`config.mk`:
```
export PLATFORM = sky130hd
export DESIGN_NAME = axi_slave_decerr
export DESIGN_NICKNAME = d
export VERILOG_FILES = /design/src/rtl/axi_slave_decerr_pkg.sv /design/src/rtl/axi_slave_decerr_sat_counter.sv /design/src/rtl/axi_slave_decerr.sv
export SDC_FILE = /design/constraint.sdc
export NUM_CORES = 1
export LEC_CHECK = 0
export BUFFER_PORTS_ARGS = -buffer_cell sky130_fd_sc_hd__buf_2
export CAP_MARGIN = 5
export CORE_UTILIZATION = 30
export DETAILED_ROUTE_END_ITERATION = 10
export HOLD_SLACK_MARGIN = 0.08
export SLEW_MARGIN = 20
export SYNTH_ARGS = -nofsm -noshare
export SYNTH_HDL_FRONTEND = slang
export SYNTH_SLANG_ARGS = --single-unit
```
`constraint.sdc`:
```
create_clock -name clk -period 3.01 [get_ports clk]
set_clock_uncertainty 0.05 [all_clocks]
set_input_delay 0.1505 -clock clk [delete_from_list [all_inputs] [get_ports clk]]
set_output_delay 0.1505 -clock clk [all_outputs]
set_load 0.005 [all_outputs]
```
`src/rtl/axi_slave_decerr_pkg.sv`:
```
// ---------------------------------------------------------------------------
// axi_slave_decerr_pkg
//   Shared AXI constants for the default (decode-error) slave:
//   - RESP encodings (OKAY / EXOKAY / SLVERR / DECERR)
//   - channel field widths (ID / ADDR / DATA / STRB / LEN)
//   - state encodings for the write and read FSMs
// ---------------------------------------------------------------------------
package axi_slave_decerr_pkg;

    localparam int ID_W   = 4;
    localparam int ADDR_W = 32;
    localparam int DATA_W = 32;
    localparam int STRB_W = DATA_W / 8;
    localparam int LEN_W  = 8;

    localparam logic [1:0] RESP_OKAY   = 2'b00;
    localparam logic [1:0] RESP_EXOKAY = 2'b01;
    localparam logic [1:0] RESP_SLVERR = 2'b10;
    localparam logic [1:0] RESP_DECERR = 2'b11;

    typedef enum logic [1:0] {
        W_IDLE = 2'd0,
        W_DATA = 2'd1,
        W_RESP = 2'd2
    } w_state_t;

    typedef enum logic {
        R_IDLE = 1'b0,
        R_DATA = 1'b1
    } r_state_t;

endpackage

```
`src/rtl/axi_slave_decerr_sat_counter.sv`:
```
// ---------------------------------------------------------------------------
// axi_slave_decerr_sat_counter
//   Up-counter that sticks at all-ones instead of wrapping.
//   Ports:
//     clk  - clock
//     clr  - synchronous clear (highest priority)
//     inc  - add one this cycle unless already saturated
//     cnt  - current count
// ---------------------------------------------------------------------------
module axi_slave_decerr_sat_counter #(
    parameter int WIDTH = 16
) (
    input  logic             clk,
    input  logic             clr,
    input  logic             inc,
    output logic [WIDTH-1:0] cnt
);

    always_ff @(posedge clk) begin
        if (clr) begin
            cnt <= '0;
        end else if (inc && (cnt != {WIDTH{1'b1}})) begin
            cnt <= cnt + WIDTH'(1);
        end
    end

endmodule

```
`src/rtl/axi_slave_decerr.sv`:
```
// ---------------------------------------------------------------------------
// axi_slave_decerr
//   Default AXI4 slave for unmapped addresses. Every write and read is
//   completed with RESP=DECERR so a master never hangs on a missing slave.
//
//   Handshake rule (all five channels): a transfer happens on the rising
//   clk edge where both VALID and READY are 1. A VALID, once raised by
//   this block, holds together with its payload until that edge.
//
//   Ports:
//     clk, rst                 - clock, synchronous active-high reset
//     SLAVE_CLK, SLAVE_RSTN    - clock / active-low reset passed downstream
//     SLAVE_WR_ADDR_*          - write address channel (AW)
//     SLAVE_WR_DATA_*          - write data channel (W), data is discarded
//     SLAVE_WR_BACK_*          - write response channel (B)
//     SLAVE_RD_ADDR_*          - read address channel (AR)
//     SLAVE_RD_* (data side)   - read data channel (R)
//     WR_ERR_CNT, RD_ERR_CNT   - saturating counts of completed B / R bursts
//     ERR_ADDR                 - address of the last accepted transaction
//     DBG_WR_STATE/RD_STATE    - current write / read FSM state
// ---------------------------------------------------------------------------
module axi_slave_decerr
    import axi_slave_decerr_pkg::*;
#(
    parameter logic [DATA_W-1:0] DATA_PATTERN = 32'hDEAD_BEEF,
    parameter int                CNT_WIDTH    = 16
) (
    input  logic                 clk,
    input  logic                 rst,
    output logic                 SLAVE_CLK,
    output logic                 SLAVE_RSTN,
    // write address
    input  logic [ID_W-1:0]      SLAVE_WR_ADDR_ID,
    input  logic [ADDR_W-1:0]    SLAVE_WR_ADDR,
    input  logic [LEN_W-1:0]     SLAVE_WR_ADDR_LEN,
    input  logic [1:0]           SLAVE_WR_ADDR_BURST,
    input  logic                 SLAVE_WR_ADDR_VALID,
    output logic                 SLAVE_WR_ADDR_READY,
    // write data
    input  logic [DATA_W-1:0]    SLAVE_WR_DATA,
    input  logic [STRB_W-1:0]    SLAVE_WR_STRB,
    input  logic                 SLAVE_WR_DATA_LAST,
    input  logic                 SLAVE_WR_DATA_VALID,
    output logic                 SLAVE_WR_DATA_READY,
    // write response
    output logic [ID_W-1:0]      SLAVE_WR_BACK_ID,
    output logic [1:0]           SLAVE_WR_BACK_RESP,
    output logic                 SLAVE_WR_BACK_VALID,
    input  logic                 SLAVE_WR_BACK_READY,
    // read address
    input  logic [ID_W-1:0]      SLAVE_RD_ADDR_ID,
    input  logic [ADDR_W-1:0]    SLAVE_RD_ADDR,
    input  logic [LEN_W-1:0]     SLAVE_RD_ADDR_LEN,
    input  logic [1:0]           SLAVE_RD_ADDR_BURST,
    input  logic                 SLAVE_RD_ADDR_VALID,
    output logic                 SLAVE_RD_ADDR_READY,
    // read data
    output logic [ID_W-1:0]      SLAVE_RD_BACK_ID,
    output logic [DATA_W-1:0]    SLAVE_RD_DATA,
    output logic [1:0]           SLAVE_RD_DATA_RESP,
    output logic                 SLAVE_RD_DATA_LAST,
    output logic                 SLAVE_RD_DATA_VALID,
    input  logic                 SLAVE_RD_DATA_READY,
    // debug
    output logic [CNT_WIDTH-1:0] WR_ERR_CNT,
    output logic [CNT_WIDTH-1:0] RD_ERR_CNT,
    output logic [ADDR_W-1:0]    ERR_ADDR,
    output logic [1:0]           DBG_WR_STATE,
    output logic                 DBG_RD_STATE
);

    // Payload fields that a decode-error slave has no use for.
    logic unused_inputs;
    assign unused_inputs = ^{SLAVE_WR_ADDR_LEN, SLAVE_WR_ADDR_BURST,
                             SLAVE_WR_DATA, SLAVE_WR_STRB, SLAVE_RD_ADDR_BURST};

    assign SLAVE_CLK  = clk;
    assign SLAVE_RSTN = ~rst;

    // -----------------------------------------------------------------------
    // Write FSM
    // -----------------------------------------------------------------------
    w_state_t        w_state, w_next;
    logic            aw_ready, wd_ready, b_valid;
    logic [ID_W-1:0] b_id;
    logic [1:0]      b_resp;
    logic            aw_ready_d, wd_ready_d, b_valid_d;
    logic [1:0]      b_resp_d;
    logic            aw_hs, w_hs, b_hs, wr_inc;

    assign aw_hs = SLAVE_WR_ADDR_VALID && aw_ready;
    assign w_hs  = SLAVE_WR_DATA_VALID && wd_ready;
    assign b_hs  = b_valid && SLAVE_WR_BACK_READY;

    always_ff @(posedge clk) begin
        if (rst) begin
            w_state <= W_IDLE;
        end else begin
            w_state <= w_next;
        end
    end

    always_comb begin
        w_next = w_state;
        wr_inc = 1'b0;
        case (w_state)
            W_IDLE: if (aw_hs) w_next = W_DATA;
            W_DATA: if (w_hs && SLAVE_WR_DATA_LAST) w_next = W_RESP;
            W_RESP: begin
                if (b_hs) begin
                    w_next = W_IDLE;
                    wr_inc = 1'b1;
                end
            end
            default: w_next = W_IDLE;
        endcase

        // Outputs are registered from the next state, so each channel
        // reacts exactly one cycle after the handshake that moved the FSM.
        aw_ready_d = (w_next == W_IDLE);
        wd_ready_d = (w_next == W_DATA);
        b_valid_d  = (w_next == W_RESP);
        b_resp_d   = (w_next == W_RESP) ? RESP_DECERR : RESP_OKAY;
    end

    always_ff @(posedge clk) begin
        if (rst) begin
            aw_ready <= 1'b0;
            wd_ready <= 1'b0;
            b_valid  <= 1'b0;
            b_resp   <= RESP_OKAY;
            b_id     <= '0;
        end else begin
            aw_ready <= aw_ready_d;
            wd_ready <= wd_ready_d;
            b_valid  <= b_valid_d;
            b_resp   <= b_resp_d;
            if (aw_hs) b_id <= SLAVE_WR_ADDR_ID;
        end
    end

    assign SLAVE_WR_ADDR_READY = aw_ready;
    assign SLAVE_WR_DATA_READY = wd_ready;
    assign SLAVE_WR_BACK_VALID = b_valid;
    assign SLAVE_WR_BACK_ID    = b_id;
    assign SLAVE_WR_BACK_RESP  = b_resp;
    assign DBG_WR_STATE        = w_state;

    // -----------------------------------------------------------------------
    // Read FSM
    // -----------------------------------------------------------------------
    r_state_t          r_state, r_next;
    logic [LEN_W-1:0]  r_cnt, r_cnt_d;
    logic              ar_ready, rd_valid, rd_last;
    logic [ID_W-1:0]   rd_id;
    logic [DATA_W-1:0] rd_data;
    logic [1:0]        rd_resp;
    logic              ar_ready_d, rd_valid_d, rd_last_d;
    logic [DATA_W-1:0] rd_data_d;
    logic [1:0]        rd_resp_d;
    logic              ar_hs, r_hs, rd_inc;

    assign ar_hs = SLAVE_RD_ADDR_VALID && ar_ready;
    assign r_hs  = rd_valid && SLAVE_RD_DATA_READY;

    always_ff @(posedge clk) begin
        if (rst) begin
            r_state <= R_IDLE;
        end else begin
            r_state <= r_next;
        end
    end

    always_comb begin
        r_next  = r_state;
        r_cnt_d = r_cnt;
        rd_inc  = 1'b0;
        case (r_state)
            R_IDLE: begin
                if (ar_hs) begin
                    r_next  = R_DATA;
                    r_cnt_d = SLAVE_RD_ADDR_LEN;
                end
            end
            R_DATA: begin
                // r_cnt counts remaining beats after the current one; it
                // is only decremented while non-zero, so it cannot wrap.
                if (r_hs) begin
                    if (r_cnt != '0) begin
                        r_cnt_d = r_cnt - LEN_W'(1);
                    end else begin
                        r_next = R_IDLE;
                        rd_inc = 1'b1;
                    end
                end
            end
            default: r_next = R_IDLE;
        endcase

        ar_ready_d = (r_next == R_IDLE);
        rd_valid_d = (r_next == R_DATA);
        rd_last_d  = rd_valid_d && (r_cnt_d == '0);
        rd_data_d  = rd_valid_d ? DATA_PATTERN : '0;
        rd_resp_d  = rd_valid_d ? RESP_DECERR : RESP_OKAY;
    end

    always_ff @(posedge clk) begin
        if (rst) begin
            r_cnt    <= '0;
            ar_ready <= 1'b0;
            rd_valid <= 1'b0;
            rd_last  <= 1'b0;
            rd_data  <= '0;
            rd_resp  <= RESP_OKAY;
            rd_id    <= '0;
        end else begin
            r_cnt    <= r_cnt_d;
            ar_ready <= ar_ready_d;
            rd_valid <= rd_valid_d;
            rd_last  <= rd_last_d;
            rd_data  <= rd_data_d;
            rd_resp  <= rd_resp_d;
            if (ar_hs) rd_id <= SLAVE_RD_ADDR_ID;
        end
    end

    assign SLAVE_RD_ADDR_READY = ar_ready;
    assign SLAVE_RD_DATA_VALID = rd_valid;
    assign SLAVE_RD_DATA_LAST  = rd_last;
    assign SLAVE_RD_DATA       = rd_data;
    assign SLAVE_RD_DATA_RESP  = rd_resp;
    assign SLAVE_RD_BACK_ID    = rd_id;
    assign DBG_RD_STATE        = r_state;

    // -----------------------------------------------------------------------
    // Debug: error counters and last offending address
    // -----------------------------------------------------------------------
    axi_slave_decerr_sat_counter #(.WIDTH(CNT_WIDTH)) u_wr_cnt (
        .clk (clk),
        .clr (rst),
        .inc (wr_inc),
        .cnt (WR_ERR_CNT)
    );

    axi_slave_decerr_sat_counter #(.WIDTH(CNT_WIDTH)) u_rd_cnt (
        .clk (clk),
        .clr (rst),
        .inc (rd_inc),
        .cnt (RD_ERR_CNT)
    );

    // Write address wins when both address channels accept in one cycle.
    always_ff @(posedge clk) begin
        if (rst) begin
            ERR_ADDR <= '0;
        end else if (aw_hs) begin
            ERR_ADDR <= SLAVE_WR_ADDR;
        end else if (ar_hs) begin
            ERR_ADDR <= SLAVE_RD_ADDR;
        end
    end

endmodule

```
==> run summary <==
Finish-stage setup viols - 0
Setup CP Type - flop to flop
EDFF count, synth - 0
Final instance area - 6690 µm²
GRT Total Usage - 17.6%
Largest net degree at the start of global routing - 69
Final worst slack - 0.637 ns
Status - finished, violations left
First-pass GRT wire length - 22,100 µm
# Post-CTS Setup Buffers - 0
Fin crit period - 2.37 ns
Area of the multi-input gates - 2370 µm²
Setup TNS Final - 0 ns
Die area - 15,700 µm²
Most common cell after layout, fill and taps aside - buf_2
Vias - 4,747
LEAKAGE - 2.96 nW
Mean post-synth cell area - 8.21 µm²
Worst endpoint data arrival time - 2.66 ns
Most frequent cells in the layout - buf_2, nand2_1, dfxtp_1
Nets - 934
Worst-Skew Late Latency - 0.46 ns
FF+latch count, synth - 88
Num rows - 44
Initial DRC count - 196
CTS tree - built
Delay-heaviest family, CP - simple AND/OR/NAND/NOR gates
RSZ-0062 raised after global routing - no
DR vias/cell - 4.83
Async set-reset flop share out of synthesis - 0%
Final antenna diode count - 0
DR pass1 iterations - 8
Worst vdd ir - 0.329 mV
DIE WIDTH - 125 µm
Max_cap viols - 0
Crit path buffers/inverters - 1
Area delta synth->final - 46.9%
Max Slew Vio Count - 0
Period utilization - 78.8%
Clk slew on worst S/H paths - 0.07 ns
Die height - 125 µm
Post-Synthesis Cell Area - 4560 µm²
Area of the core - 14,700 µm²
# IOs - 255
WP data required - 3.30 ns
Critical Path Slowest Stage Cell - dfxtp_1
Post-Place Worst Slack - 0.683 ns
Area after DPL - 5480 µm²
Crit path capture type - flop
Worst slew pin tran - 0.684 ns
Most used DFF post-synth - dfxtp_1
Yosys top cell by area - dfxtp_1
Failing checks - DRC
Power per cell area - 504 nW/µm²
Routed wire length - 13,600 µm
# port buffers - 198
Synth unique cells - 61
Yosys Warn Count - 0
Mapped Cells - 555
Synth top area share - 38.6%
Fmax - 421 MHz
Total gr overflow - 0
Worst Setup Start Kind - flop
Initial Util - 31.0%
Initial antenna violation count - 0
Hold Path Class - input port to flop
Routed Antenna Nets - 0
Layout fillers - 1,426
Worst slew margin - 54.3%
Share of cells above drive strength 1 - 31.6%
FF/Latch Area - 1760 µm²
CP max FO - 6
Vias in the first global route - 4,553
Fin. Hold Viols - 0
Sequential-to-total area share from yosys stat - 38.6%
Worst-path cell chain - inv_1 -> ha_1 -> nor4b_4 -> nand4_2 -> a211oi_2 -> nor4b_2 -> mux2_1
Hpwl dp - 8610 µm
DR WL/cell - 13.8 µm
Slowest Stage Delay on Critical Path - 0.36 ns
Synth area leaders - dfxtp_1, nand2_1, a311oi_1
Post-route DRC - 11
Gp weighted congestion - 0.808
==> cell families after synthesis <==
group	share of synthesized area, %
compound gates	16.6
xor+xnor	4.23
fa+ha+maj	1.10
buf+inv	9.96
flops	38.6
mux	1.87
other cells	0.0823
simple gates	27.5
==> layer usage <==
layer  wire [µm]  share of wire, %  vias up  GRT usage [%]
li1            -                 -     2383              -
met1        6160                45     2183           21.1
met2        6250                46      166           29.0
met3         931               6.9       15           5.18
met4         247               1.8        0           8.18
met5           0                 0        -              0
==> registers in the layout, summed over array words and instances (netlist names) <==
name                 cells
ERR_ADDR                32
u_rd_cnt.cnt            16
u_wr_cnt.cnt            16
r_cnt                    8
SLAVE_RD_BACK_ID         4
SLAVE_WR_BACK_ID         4
DBG_WR_STATE             2
SLAVE_RD_ADDR_READY      1
SLAVE_RD_DATA_LAST       1
SLAVE_RD_DATA_RESP       1
SLAVE_WR_ADDR_READY      1
SLAVE_WR_BACK_RESP       1
SLAVE_WR_DATA_READY      1
==> worst paths after layout <==
kind | from | end | slack (ns) | cells past startpoint
worst max-delay path | r_cnt[0]$_SDFF_PP0_ | u_rd_cnt.cnt[15]$_SDFFE_PP0P_ | 0.64 | 7
worst min-delay path | SLAVE_WR_DATA_LAST | SLAVE_WR_BACK_RESP[0]$_SDFF_PP0_ | 0.12 | 5
worst max register to register | r_cnt[0]$_SDFF_PP0_ | u_rd_cnt.cnt[15]$_SDFFE_PP0P_ | 0.64 | 7
worst min register to register | SLAVE_WR_BACK_ID[0]$_SDFFE_PP0P_ | SLAVE_WR_BACK_ID[0]$_SDFFE_PP0P_ | 0.41 | 2
==> repair_timing <==
action                                 4_1_cts  5_1_grt
endpoints found under the hold margin       49        0
gates resized for setup                      0        0
hold buffers                                80        0
==> synth_stat cells (all sizes together) (3+ instances only) <==
library cell  count
nor2b             8
o21ai             3
nor4b             4
a311oi           34
and4              4
a211oi           12
nand4            11
mux2i             4
nor4              5
buf              47
a2111oi           5
nand3            16
nor3             10
a21oi            24
o21a              3
and2              4
clkbuf           23
mux2              4
xnor2            21
ha                4
nand2           105
nor3b             3
dfxtp            88
nor2             76
inv               8
==> final cells by class <==
class | count | share of cell area, %
Clock buffer | 14 | 4.77
Multi-Input combinational cell | 395 | 35.4
Tap cell | 184 | 3.44
Clock inverter | 5 | 1.55
Inverter | 9 | 0.505
Sequential cell | 88 | 26.3
Timing Repair Buffer | 287 | 28.0
==> report_power, final <==
part / internal [mW] / switching [mW] / leakage, nW / total [mW]
clock network: 1.01 / 0.513 / 0.210 / 1.52
registers: 1.23 / 0.0586 / 0.718 / 1.29
logic: 0.296 / 0.267 / 2.03 / 0.563
total: 2.53 / 0.839 / 2.96 / 3.37
==> through the flow <==
step	hold WS [ns]	cells	total power, mW	util (%)
final	0.118	982	3.37	45.5
after global routing	0.164	982	3.52	45.5
after floorplan	0.181	562	1.63	-
after global placement	0.183	884	1.78	37.2
after CTS	0.0911	982	3.39	45.5
after detailed placement	0.183	884	1.78	37.2
==> worst min-delay path: cells and delay by family <==
kind	cells	cell delay (ns)
buf+inv	1	0.07
compound gates	1	0.06
simple gates	3	0.30
No activity file was read; power rests on OpenSTA's default activity.
